File: src/rtl/full_add_4_pkg.sv
// ---------------------------------------------------------------------------
// full_add_4_pkg
// Shared constants and helpers for the small ripple-carry adder slice.
//   FA_WIDTH : default operand width of the adder (4 bits)
//   maj()    : three-input majority, the carry function of a full adder
// ---------------------------------------------------------------------------
package full_add_4_pkg;

   localparam int FA_WIDTH = 4;

   function automatic logic maj(input logic x, input logic y, input logic z);
      maj = (x & y) | (x & z) | (y & z);
   endfunction

endpackage

File: src/rtl/full_add_4_if.sv
// ---------------------------------------------------------------------------
// full_add_4_if
// Operand/result bundle of the 4-bit adder.
//   A, B, Cin     : operands and carry in (driven by the master)
//   Sum, Cout     : combinational result
//   Ovf           : combinational two's-complement overflow
//   Sum_q, Cout_q : result registered one clock later
// The master modport belongs to whoever supplies operands; the adder itself
// connects through the slave modport.
// ---------------------------------------------------------------------------
import full_add_4_pkg::*;

interface full_add_4_if #(parameter int WIDTH = FA_WIDTH);

   logic [WIDTH-1:0] A;
   logic [WIDTH-1:0] B;
   logic             Cin;
   logic [WIDTH-1:0] Sum;
   logic             Cout;
   logic             Ovf;
   logic [WIDTH-1:0] Sum_q;
   logic             Cout_q;

   modport master (
      output A, B, Cin,
      input  Sum, Cout, Ovf, Sum_q, Cout_q
   );

   modport slave (
      input  A, B, Cin,
      output Sum, Cout, Ovf, Sum_q, Cout_q
   );

endinterface

File: src/rtl/full_add_4_bit.sv
// ---------------------------------------------------------------------------
// full_add_1
// One-bit full adder, the cell the ripple-carry chain is built from.
//   a, b  : operand bits
//   cin   : carry in from the next lower bit
//   s     : sum bit
//   cout  : carry out to the next higher bit
// ---------------------------------------------------------------------------
import full_add_4_pkg::*;

module full_add_1 (
   input  logic a,
   input  logic b,
   input  logic cin,
   output logic s,
   output logic cout
);

   assign s    = a ^ b ^ cin;
   assign cout = maj(a, b, cin);

endmodule

File: src/rtl/full_add_4.sv
// ---------------------------------------------------------------------------
// full_add_4
// 4-bit ripple-carry adder with a registered copy of its result.
//   clk   : clock, rising edge
//   rst_n : asynchronous active-low reset, clears only the output register
//   bus   : full_add_4_if slave modport
//           in : A, B, Cin
//           out: Sum, Cout, Ovf (combinational), Sum_q, Cout_q (registered)
// {Cout,Sum} = A + B + Cin with no truncation of the 5-bit result.
// ---------------------------------------------------------------------------
import full_add_4_pkg::*;

module full_add_4 #(
   parameter int WIDTH = FA_WIDTH
) (
   input  logic clk,
   input  logic rst_n,
   full_add_4_if.slave bus
);

   // c[i] is the carry into bit i; c[WIDTH] is the carry out of the MSB
   logic [WIDTH:0]   c;
   logic [WIDTH-1:0] sum;

   assign c[0] = bus.Cin;

   for (genvar i = 0; i < WIDTH; i++) begin : g_bit
      full_add_1 u_fa (
         .a    (bus.A[i]),
         .b    (bus.B[i]),
         .cin  (c[i]),
         .s    (sum[i]),
         .cout (c[i+1])
      );
   end

   assign bus.Sum  = sum;
   assign bus.Cout = c[WIDTH];
   // signed overflow: carry into the MSB disagrees with carry out of it
   assign bus.Ovf  = c[WIDTH-1] ^ c[WIDTH];

   always_ff @(posedge clk or negedge rst_n) begin
      if (!rst_n) begin
         bus.Sum_q  <= '0;
         bus.Cout_q <= 1'b0;
      end else begin
         bus.Sum_q  <= sum;
         bus.Cout_q <= c[WIDTH];
      end
   end

endmodule

File: src/flat_wrapper.sv
// flat-port wrapper written by rule: the top's interface ports become plain ports
module full_add_4_flat 
#(
   parameter int WIDTH = FA_WIDTH
)
  (clk, rst_n, bus_A, bus_B, bus_Cin, bus_Sum, bus_Cout, bus_Ovf, bus_Sum_q, bus_Cout_q);
  full_add_4_if #(.WIDTH(WIDTH)) bus_i ();
  input  logic clk;
  input  logic rst_n;
  input wire logic [$bits(bus_i.A)-1:0] bus_A;
  input wire logic [$bits(bus_i.B)-1:0] bus_B;
  input wire logic [$bits(bus_i.Cin)-1:0] bus_Cin;
  output wire logic [$bits(bus_i.Sum)-1:0] bus_Sum;
  output wire logic [$bits(bus_i.Cout)-1:0] bus_Cout;
  output wire logic [$bits(bus_i.Ovf)-1:0] bus_Ovf;
  output wire logic [$bits(bus_i.Sum_q)-1:0] bus_Sum_q;
  output wire logic [$bits(bus_i.Cout_q)-1:0] bus_Cout_q;
  assign bus_i.A = bus_A;
  assign bus_i.B = bus_B;
  assign bus_i.Cin = bus_Cin;
  assign bus_Sum = bus_i.Sum;
  assign bus_Cout = bus_i.Cout;
  assign bus_Ovf = bus_i.Ovf;
  assign bus_Sum_q = bus_i.Sum_q;
  assign bus_Cout_q = bus_i.Cout_q;
  full_add_4 #(.WIDTH(WIDTH)) u_core (.clk(clk), .rst_n(rst_n), .bus(bus_i));
endmodule
File: config.mk
export PLATFORM = sky130hd
export DESIGN_NAME = full_add_4_flat
export DESIGN_NICKNAME = d
export VERILOG_FILES = /design/src/rtl/full_add_4_pkg.sv /design/src/rtl/full_add_4_if.sv /design/src/rtl/full_add_4_bit.sv /design/src/rtl/full_add_4.sv /design/src/flat_wrapper.sv
export SDC_FILE = /design/constraint.sdc
export NUM_CORES = 1
export LEC_CHECK = 0
export ABC_AREA = 1
export CORE_AREA = 2 2 39 41
export DETAILED_ROUTE_END_ITERATION = 12
export DIE_AREA = 0 0 41 43
export HOLD_SLACK_MARGIN = 0.15
export PLACE_DENSITY = 0.65
export SYNTH_ARGS = -nofsm -noshare
export SYNTH_HDL_FRONTEND = slang
export SYNTH_SLANG_ARGS = --single-unit
File: constraint.sdc
create_clock -name clk -period 2 [get_ports clk]
set_input_delay 0.2 -clock clk [delete_from_list [all_inputs] [get_ports clk]]
set_output_delay 0.2 -clock clk [all_outputs]
set_load 0.005 [all_outputs]
# == Word-level counts from Yosys, hierarchy flattened ==
# Index checks and enable logic that the tools add are counted.
# totals
ff_bits,5
# classes
bitwise,29
# ops
cell,n
AND 1 bit,12
XOR 1 bit,9
bitwise OR 1 bit,8

# == Logic depth before layout (Yosys ltp) ==
# Gate-level depths: netlist of run 1.
# depth
ltp_word,13
ltp_mapped,10
depth_no_buf,10

# == Cells and area by module ==
# From an unflattened synthesis of run 1, not the netlist that was laid out.
# unflattened
hier_cells,14
area_unflattened_um2,224.0
# modules_own_cells
module,instances,cells_per_inst,area_each_um2,seq_area_each_um2
full_add_4,1,10,143.9,125.1
full_add_1,4,1,20.0,0.0

# == Least setup slack after synthesis of run 1 ==
# No wires, ideal clock.
# synth_path
kind,input-to-output
startpoint,input port bus_Cin
endpoint,output port bus_Sum[3]
arrival_ns,1.851
t_required_ns,1.800
slack_ns,-0.051
cell_stages,9
n_path_buf,1
cell_sequence,inv_1 fa_1 inv_1 fa_1 fa_1 inv_2 fa_1 inv_1 buf_4
# synth_via
elab_chain_len,10
elab_cells_between_ends,13
cone_classes,bitwise: 13
# synth_lines
element,line,rtl
"start, declared",flat_wrapper.sv:12,input wire logic [$bits(bus_i.Cin)-1:0] bus_Cin;
AND 1 bit,full_add_4_pkg.sv:12,maj = (x & y) | (x & z) | (y & z);
bitwise OR 1 bit,full_add_4_pkg.sv:12,
bitwise OR 1 bit (*),full_add_4_pkg.sv:12,
AND 1 bit,full_add_4_pkg.sv:12,
bitwise OR 1 bit,full_add_4_pkg.sv:12,
bitwise OR 1 bit (*),full_add_4_pkg.sv:12,
AND 1 bit,full_add_4_pkg.sv:12,
bitwise OR 1 bit,full_add_4_pkg.sv:12,
bitwise OR 1 bit (*),full_add_4_pkg.sv:12,
XOR 1 bit (*),full_add_4_bit.sv:19,assign s = a ^ b ^ cin;
"end, declared",flat_wrapper.sv:13,output wire logic [$bits(bus_i.Sum)-1:0] bus_Sum;
# Mark *: on every way between the ends. The rest lies on a longest branch, timed or not.

# == Final worst setup path of run 1 ==
# layout_path
startpoint,input port bus_A[0]
endpoint,output port bus_Sum[3]
# layout_via
elab_chain_len,10
elab_cells_between_ends,13
cone_classes,bitwise: 13
# layout_lines
element,line,rtl
"start, declared",flat_wrapper.sv:10,input wire logic [$bits(bus_i.A)-1:0] bus_A;
AND 1 bit,full_add_4_pkg.sv:12,
bitwise OR 1 bit (*) (2 in a row),full_add_4_pkg.sv:12,
AND 1 bit,full_add_4_pkg.sv:12,
bitwise OR 1 bit,full_add_4_pkg.sv:12,
bitwise OR 1 bit (*),full_add_4_pkg.sv:12,
AND 1 bit,full_add_4_pkg.sv:12,
bitwise OR 1 bit,full_add_4_pkg.sv:12,
bitwise OR 1 bit (*),full_add_4_pkg.sv:12,
XOR 1 bit (*),full_add_4_bit.sv:19,
# Marks and branches as above.

==> run metrics, run 1 <==
status finished with violations; failing checks negative setup slack; Critical Path End Type primary output; GP Congestion approximately 0.64; Root Buffer clkbuf_4; fin nets 69; CTS clk-pin slew, worst paths 0.04 ns; Inserted Diodes 0; WL/cell between 8 and 9 um; Worst-Margin Slew slightly above 0.2 ns; top-count cell post-synth inv_1; Fmax 0.468 GHz; core area between 0.001 and 0.0015 mm2; Detail Route Antenna Nets 0; Critical Path AT 1.94 ns; vias between 200 and 250; starting density of the core 0.205; Mapped Area approximately 280 um2; EDFF count, synth 0; Avg Cell Area, Syn approximately 11 um2; CTS tree done; final setup violating endpoints 1; Layout Cells excl Fill 69; Yosys top cell by area dfrtp_1; type of the worst setup path in -> out; post-synthesis sequential area ratio 0.441; maximum buffer depth of the clock tree 2; global-route wire length before repair 897 um; pre-CTS WS -0.940 ns; Max Slew Vio Count 0; #FFs+latches synth 5; leak pwr around 0.28 nW; Die Y approximately 43 um; critical path required time 1.80 ns; fillers 157; Synth cell types 6; initial antenna violation count 0; Detailed Place HPWL 484 um; row count 14; gr usage total 0.0832; final hold vios 0; placed cell count 61; syn nets 41; post-route minimum period 2.14 ns; total power around 0.4 mW; most instantiated cells after synthesis inv_1 (9), dfrtp_1 (5), buf_4 (4), fa_1 (4), nand2_1 (3); area grow syn2layout 98.7%; I/O Pins 22; YS warnings 0; gr ovfl total 0; DIE AREA 0.00176 mm2; Min-Delay Path Class in -> async; vias in the first global route 262; Synth top area share 0.441; IO buf count 21; Initial DRC Count 0; RSZ-0062 raised after global routing yes; critical path peak fanout 2; largest net degree at the start of global routing 6; CTS Buf Count 3; maxcap violations 0; Cells after Synth 26; ys async rst share 1.00; drt pass-1 iters 1; layout cells sized above 1 0.509; final worst slack -0.135 ns; CTS Sinks 5; largest cells by area after synthesis dfrtp_1 (44%), fa_1 (28%), inv_1 (12%); Power Density approximately 700 mW/mm2; fin crit share 1.07; worst rel slew slack 0.863; Fin Setup TNS -0.135 ns; Post-synth top flop dfrtp_1; Die Wd 41 um; Clock H-tree levels 1; VDD IR max approximately 0.24 mV; final wirelength 580 um; type of origin of the critical path input pin; Via density approximately 3.6; drt drc 0
## placed cells by master (no fill, tap or decap)
| master | netlist | layout |
|---|---|---|
| buf_2 | 0 | 2 |
| buf_4 | 4 | 6 |
| buf_6 | 0 | 4 |
| clkbuf_1 | 0 | 1 |
| clkbuf_4 | 0 | 3 |
| clkdlybuf4s50_1 | 0 | 12 |
| dfrtp_1 | 5 | 5 |
| dlygate4sd2_1 | 0 | 3 |
| fa_2 | 0 | 4 |
| inv_1 | 9 | 3 |
| inv_2 | 1 | 5 |
| inv_4 | 0 | 2 |
| nand2_1 | 3 | 2 |
| nand2_2 | 0 | 1 |
## sequential cells by signal, summed over array words and instances (netlist names)
| signal | count |
|---|---|
| u_core.bus.Cout_q | 1 |
| u_core.bus.Sum_q | 4 |
## per-stage QoR
stage	hold slack, ns	instance area (um2)	utilization
finish	0.165	564	0.408
global route	0.189	564	0.408
CTS	0.165	546	0.394
detailed placement	0.431	504	0.364
global placement	0.426	504	0.364
floorplan	-0.0956	289	-
## where the power goes
part	internal (mW)	total, mW	switching, mW
sequential	0.118	0.122	0.00374
clock	0.0755	0.118	0.0427
combinational	0.104	0.155	0.0508
## cell type report
type,instances,area (um2),area share
clock buffers,4,26.3,0.0466
inverters,10,42.5,0.0754
multi-input cells,7,104,0.184
flip-flops and latches,5,125,0.222
well taps,16,20.0,0.0355
repair buffers,27,246,0.437
## repair_timing
action / 4_1_cts / 5_1_grt
cloned: 0 / 0
buffers inserted: 3 / 1
hold endpoints to repair: 0 / 0
hold buffers: 0 / 0
gates resized for setup: 38 / 3
endpoints found under the setup margin: 7 / 2
pin swaps: 4 / 4
## worst max-delay path, cell delays in order
cell	delay [ns]
buf_6	0.10
inv_4	0.04
fa_2	0.19
inv_2	0.04
fa_2	0.33
fa_2	0.37
inv_2	0.07
fa_2	0.43
inv_2	0.08
buf_6	0.09
## path summary, 6_finish.rpt
kind                                        to  startpoint  slack, ns
setup / recovery                    bus_Sum[3]    bus_A[0]      -0.14
hold / removal             u_core.bus.Sum_q[1]       rst_n       0.16
max in group asynchronous  u_core.bus.Sum_q[3]       rst_n       1.66
min in group clk           u_core.bus.Sum_q[0]    bus_B[0]       0.35
## layer usage
metal  GRT usage  vias up  share of wire
met5           0        -              0
met4       0.140        0          0.050
met3           0        3          0.053
met2       0.131       13           0.58
met1      0.0631      111           0.32
li1            -      118              -
## cells by family (layout without fill, tap and decap cells)
kind of cell	after synthesis	count (layout)	synth area share
adder cells (fa/ha/maj)	4	4	0.282
buffers and inverters	14	41	0.238
flip-flops	5	5	0.441
AND/OR/NAND/NOR	3	3	0.0396
(Power assumes the default switching activity.)
==> run 2: changes to the inputs <==
--- a/config.mk
+++ b/config.mk
@@ -10,7 +10,8 @@
 export DETAILED_ROUTE_END_ITERATION = 12
 export DIE_AREA = 0 0 41 43
 export HOLD_SLACK_MARGIN = 0.15
-export PLACE_DENSITY = 0.65
+export PLACE_DENSITY = 0.63
+export RECOVER_POWER = 25
 export SYNTH_ARGS = -nofsm -noshare
 export SYNTH_HDL_FRONTEND = slang
 export SYNTH_SLANG_ARGS = --single-unit
==> constraint.sdc (replaced) <==
create_clock -name clk -period 2.4 [get_ports clk]
set_input_delay 0.24 -clock clk [delete_from_list [all_inputs] [get_ports clk]]
set_output_delay 0.24 -clock clk [all_outputs]
set_load 0.005 [all_outputs]
==> run 2 against run 1 <==
Against the previous run: the flow now finishes without violations; die area unchanged; total power shrank 19%; clock power is 20% lower; first-iteration DRC count grew 1; highest routed layer unchanged; sequential share of layout area grew 0.099 points; sequential power shrank 17%; clock-buffer cell count unchanged; critical endpoint unchanged; non-clock buffer count is the same; utilization is 0.18 points lower; setup slack better by 0.20 ns; final cell count stayed put.
==> run metrics, run 2 (synthesis gave the netlist of run 1 again) <==
critical path buffer and inverter count 4; final core utilization 0.406; CP peak stage delay 0.43 ns; max FFs per register 4; Largest regs u_core.bus.Sum_q: 4 flops, u_core.bus.Cout_q: 1 flops; commonest non-fill, non-tap cell in the layout clkdlybuf4s50_1; I/O Pins 22; leak pwr 0.279 nW; CP Launch Point bus_B[1]; final wirelength 520 um; Inserted Diodes 0; VDD IR max ~0.17 mV; global-route wire length before repair 848 um; critical path required time 2.16 ns; GP Congestion 0.593; Max Slew Vio Count 0; final worst slack roughly 0.07 ns; Hold Slack between 0.2 and 0.3 ns; RSZ-0062 raised after global routing no; DIE AREA 0.00176 mm2; Seq pwr share 0.317; maximum buffer depth of the clock tree 2; final hold vios 0; initial antenna violation count 0; area grow syn2layout 97.8%; Die Y about 43 um; Slowest-stage cell, CP clkdlybuf4s50_1; fin nets slightly below 70; Pint 0.245 mW; Detailed Place HPWL 427 um; Comb power frac 0.386; post-route minimum period ~2.3 ns; fin crit share 0.971; CTS clk-pin slew, worst paths 0.04 ns; CTS Buf Count 3; largest net degree at the start of global routing 6; vias in the first global route 235; IO buf count 21; status complete, no violations; Fmax 0.429 GHz; Switch Pwr 0.0742 mW; CTS Sinks 5; CTS tree done; Min-Delay Path Class in -> async; total power 0.319 mW; Crit path top cell by count fa_2; Clock H-tree levels 1; maxcap violations 0; Detail Route Antenna Nets 0; Critical Path AT 2.09 ns; Clk pwr share 0.297; row count 14; Switching Share 0.233; final setup violating endpoints 0; Initial DRC Count 1; placed instance area 499 um2; Crit path max-delay family adder cells; type of the worst setup path in -> out; Root Buffer clkbuf_4; WL/cell 7.54 um; worst rel slew slack 0.858; drt pass-1 iters 2; drt drc 0; Power Density 568 mW/mm2; crit-path cells clkdlybuf4s50_1 > fa_2 > fa_2 > inv_2 > fa_2 > inv_2 > buf_2; type of origin of the critical path input pin; starting density of the core 0.205; pre-CTS WS -0.634 ns; core area 0.00138 mm2; Largest Register u_core.bus.Sum_q; critical path peak fanout 2; Critical Path End Type primary output; layout cells sized above 1 0.377; commonest non-fill, non-tap cells in the layout clkdlybuf4s50_1 (13), inv_2 (6), buf_4 (6); gr usage total 0.0811; vias 256; Die Wd 41 um; Via density 3.71; Worst-Margin Slew 0.213 ns; crit path capture bus_Sum[3]; design area 562 um2; WP depth 7; gr ovfl total 0
run 2: cell count changes in the layout (fill, tap and decap cells not counted), sizes merged:
cell           delta
clkdlybuf4s50     +1
dlygate4sd2       -2
clkdlybuf4s15     +4
dlygate4sd3       +1
dlymetal6s2s      +1
buf               -5
run 2: area by class of cell:
type	instances	area, um2
repair buffers	27	251
inverters	10	37.5
fillers	149	822
well taps	16	20.0
clock buffers	4	26.3
multi-input cells	7	101
flip-flops and latches	5	125
run 2: metrics by stage:
step                std cells  TNS, ns
CTS                        67        0
detailed placement         61    -1.97
floorplan                  26        0
global placement           61    -1.85
global route               69        0
finish                     69        0
run 2: worst min path at each step:
stage	from	end	slack [ns]
6_report	rst_n	u_core.bus.Sum_q[2]	0.28
5_1_grt	rst_n	u_core.bus.Cout_q	0.31
4_1_cts	rst_n	u_core.bus.Sum_q[2]	0.21
3_5_place_dp	rst_n	u_core.bus.Sum_q[3]	0.47
3_3_place_gp	rst_n	u_core.bus.Cout_q	0.47
2_1_floorplan	rst_n	u_core.bus.Cout_q	-0.06
run 2: layer usage:
| layer | global-route usage | wire [um] | vias up |
|---|---|---|---|
| met5 | 0 | 0 | - |
| met4 | 0.140 | 29 | 0 |
| met3 | 0.00524 | 46 | 4 |
| met2 | 0.125 | 289 | 15 |
| met1 | 0.0598 | 155 | 119 |
| li1 | - | - | 118 |
run 2: power by group through the flow:
stage	Clock (mW)	Sequential [mW]	Combinational (mW)
6_report	0.0946	0.101	0.123
5_1_grt	0.101	0.102	0.139
4_1_cts	0.0998	0.101	0.123
3_5_place_dp	0	0.103	0.117
3_3_place_gp	0	0.102	0.116
2_1_floorplan	0	0.105	0.0425
run 2: timing repair:
action,CTS,global route
gates cloned,0,0
pin swaps,4,3
hold buffers,0,0
gates resized for setup,22,1
buffers inserted,2,2
endpoints found under the setup margin,4,3
==> variant, RTL diff (config.mk and constraints of run 2) <==
Change the package constant `FA_WIDTH` from 4 to 6. Comments in the files are not updated.
--- a/src/rtl/full_add_4_pkg.sv
+++ b/src/rtl/full_add_4_pkg.sv
@@ -6,7 +6,7 @@
 // ---------------------------------------------------------------------------
 package full_add_4_pkg;
 
-   localparam int FA_WIDTH = 4;
+   localparam int FA_WIDTH = 6;
 
    function automatic logic maj(input logic x, input logic y, input logic z);
       maj = (x & y) | (x & z) | (y & z);
Interface: changed (resized bus_A, bus_B, bus_Sum and bus_Sum_q); port bits go from 22 to 30. The function was not compared with the original's and may differ.
==> variant against run 2 <==
  * The run now ends with setup timing left
  * Sequential power increased by 43%
  * Design area increased by 41%
  * First-iteration DRC count is 100% higher
  * Critical path depth increased by 5
  * Sequential cell count grew 2
  * Fmax is 19% lower
  * Wire length rose by 75%
  * Non-clock buffer count is 11 higher
  * Clock power up 13%
  * Setup slack lost 0.56 ns
  * Total power rose by 43%
  * Area after synthesis increased by 37%
  * Final cell count increased by 22%
  * Largest cell class unchanged
  * Highest routed layer is now met3
==> variant: results (changes against run 2) <==
run status - finished, violations left
failing checks - setup timing
Ys Warns - 0 (unchanged)
P_leak - 0.3718 nW (+33%)
fill count - 131 (-12%)
share of cells above drive strength 1 - 47.06% (+9.3 points)
largest net degree at the start of global routing - 8 (+2)
post-DP HPWL - 672.5 microns (+57%)
GRT Util Overall - 12.77% (+4.7 points)
dpl cell area - 699.4 sq um (+40%)
most frequent cells after synthesis - inv_1 (9), dfrtp_1 (7), buf_4 (6), fa_1 (6), nand2_1 (3)
vias - 319 (+25%)
setup tns final - -1.643 ns (-1.643 ns)
Final WS setup - -0.4880 ns (-0.5570 ns)
count of routing violations after the opening detailed-route iteration - 2 (+1)
vias in the first global route - 349 (+49%)
clock buffer depth - 2 (unchanged)
gpl congestion - 0.6467 (+9.0%)
Max IR drop VDD - 218.5 uV (+27%)
first-pass iteration count of the detailed router - 3 (+1)
top cells by area, synth - dfrtp_1 (45%), fa_1 (31%), buf_4 (12%)
hold slack - 0.3109 ns (+0.02740 ns)
PortBufs - 29 (+38%)
global-route wire length before repair - 1455 microns (+72%)
Finish-stage setup viols - 6 (+6)
Post-layout nets - 90 (+30%)
Clk pin slew, worst setup/hold paths - 0.06 ns (+0.02 ns)
Rel. slew slack - 78.62% (-7.2 points)
Crit Path Max Fanout - 2 (unchanged)
sequential share of the synthesized area - 45.02% (+0.96 points)
pre-CTS WS - -1.374 ns (-0.7401 ns)
Sw Pwr - 114.9 uW (+55%)
WP data arrival - 2.65 ns (+0.56 ns)
top flop regs - u_core.bus.Sum_q (6), u_core.bus.Cout_q (1)
syn nets - 53 (+29%)
routed len/inst - 10.82 microns (+44%)
P_comb - 204 uW (+66%)
variant: repair_timing:
action	CTS	global route
hold buffers	0	0
setup buffers	9	1
setup endpoints to repair	10	7
gates resized for setup	43	3
pin swaps	6	6
hold endpoints to repair	0	0
variant: how the worst max path moves through the flow:
stage | to | cells past startpoint | startpoint
2_1_floorplan | bus_Sum[5] | 11 | bus_Cin
3_3_place_gp | bus_Sum[5] | 12 | bus_Cin
3_5_place_dp | bus_Sum[5] | 12 | bus_Cin
4_1_cts | bus_Sum[5] | 12 | bus_Cin
5_1_grt | bus_Sum[5] | 12 | bus_A[0]
6_report | bus_Sum[5] | 12 | bus_B[0]
variant: cell type report:
cell class	count	area, sq um	area share (%)
Clock buffer	4	26.28	3.307
Multi-Input combinational cell	9	146.4	18.43
Inverter	10	57.56	7.244
Tap cell	16	20.02	2.520
Timing Repair Buffer	38	369.1	46.46
Sequential cell	7	175.2	22.05
variant: cell families after synthesis:
group	synth area share (%)
simple gates	2.894
fa+ha+maj	30.87
buf+inv	21.22
flops	45.02
variant: through the flow:
step | power (mW) | instances
after floorplan | 0.2145 | 32
after global placement | 0.3170 | 73
after detailed placement | 0.3200 | 73
after CTS | 0.4488 | 83
after global routing | 0.4861 | 84
final | 0.4550 | 84
variant: critical path, stage by stage:
cell and delay [ns]:
buf_6 0.10, inv_6 0.04, fa_2 0.18, inv_2 0.03, fa_2 0.33, fa_2 0.35, fa_2 0.34, fa_2 0.35
inv_2 0.07, fa_2 0.43, inv_2 0.08, buf_6 0.09
variant: metal layers:
layer / wire, microns / track usage, % / up-vias
li1: - / - / 153
met1: 328 / 13.95 / 153
met2: 508 / 20.94 / 13
met3: 73 / 4.188 / 0
met4: 0 / 6.000 / 0
met5: 0 / 0 / -
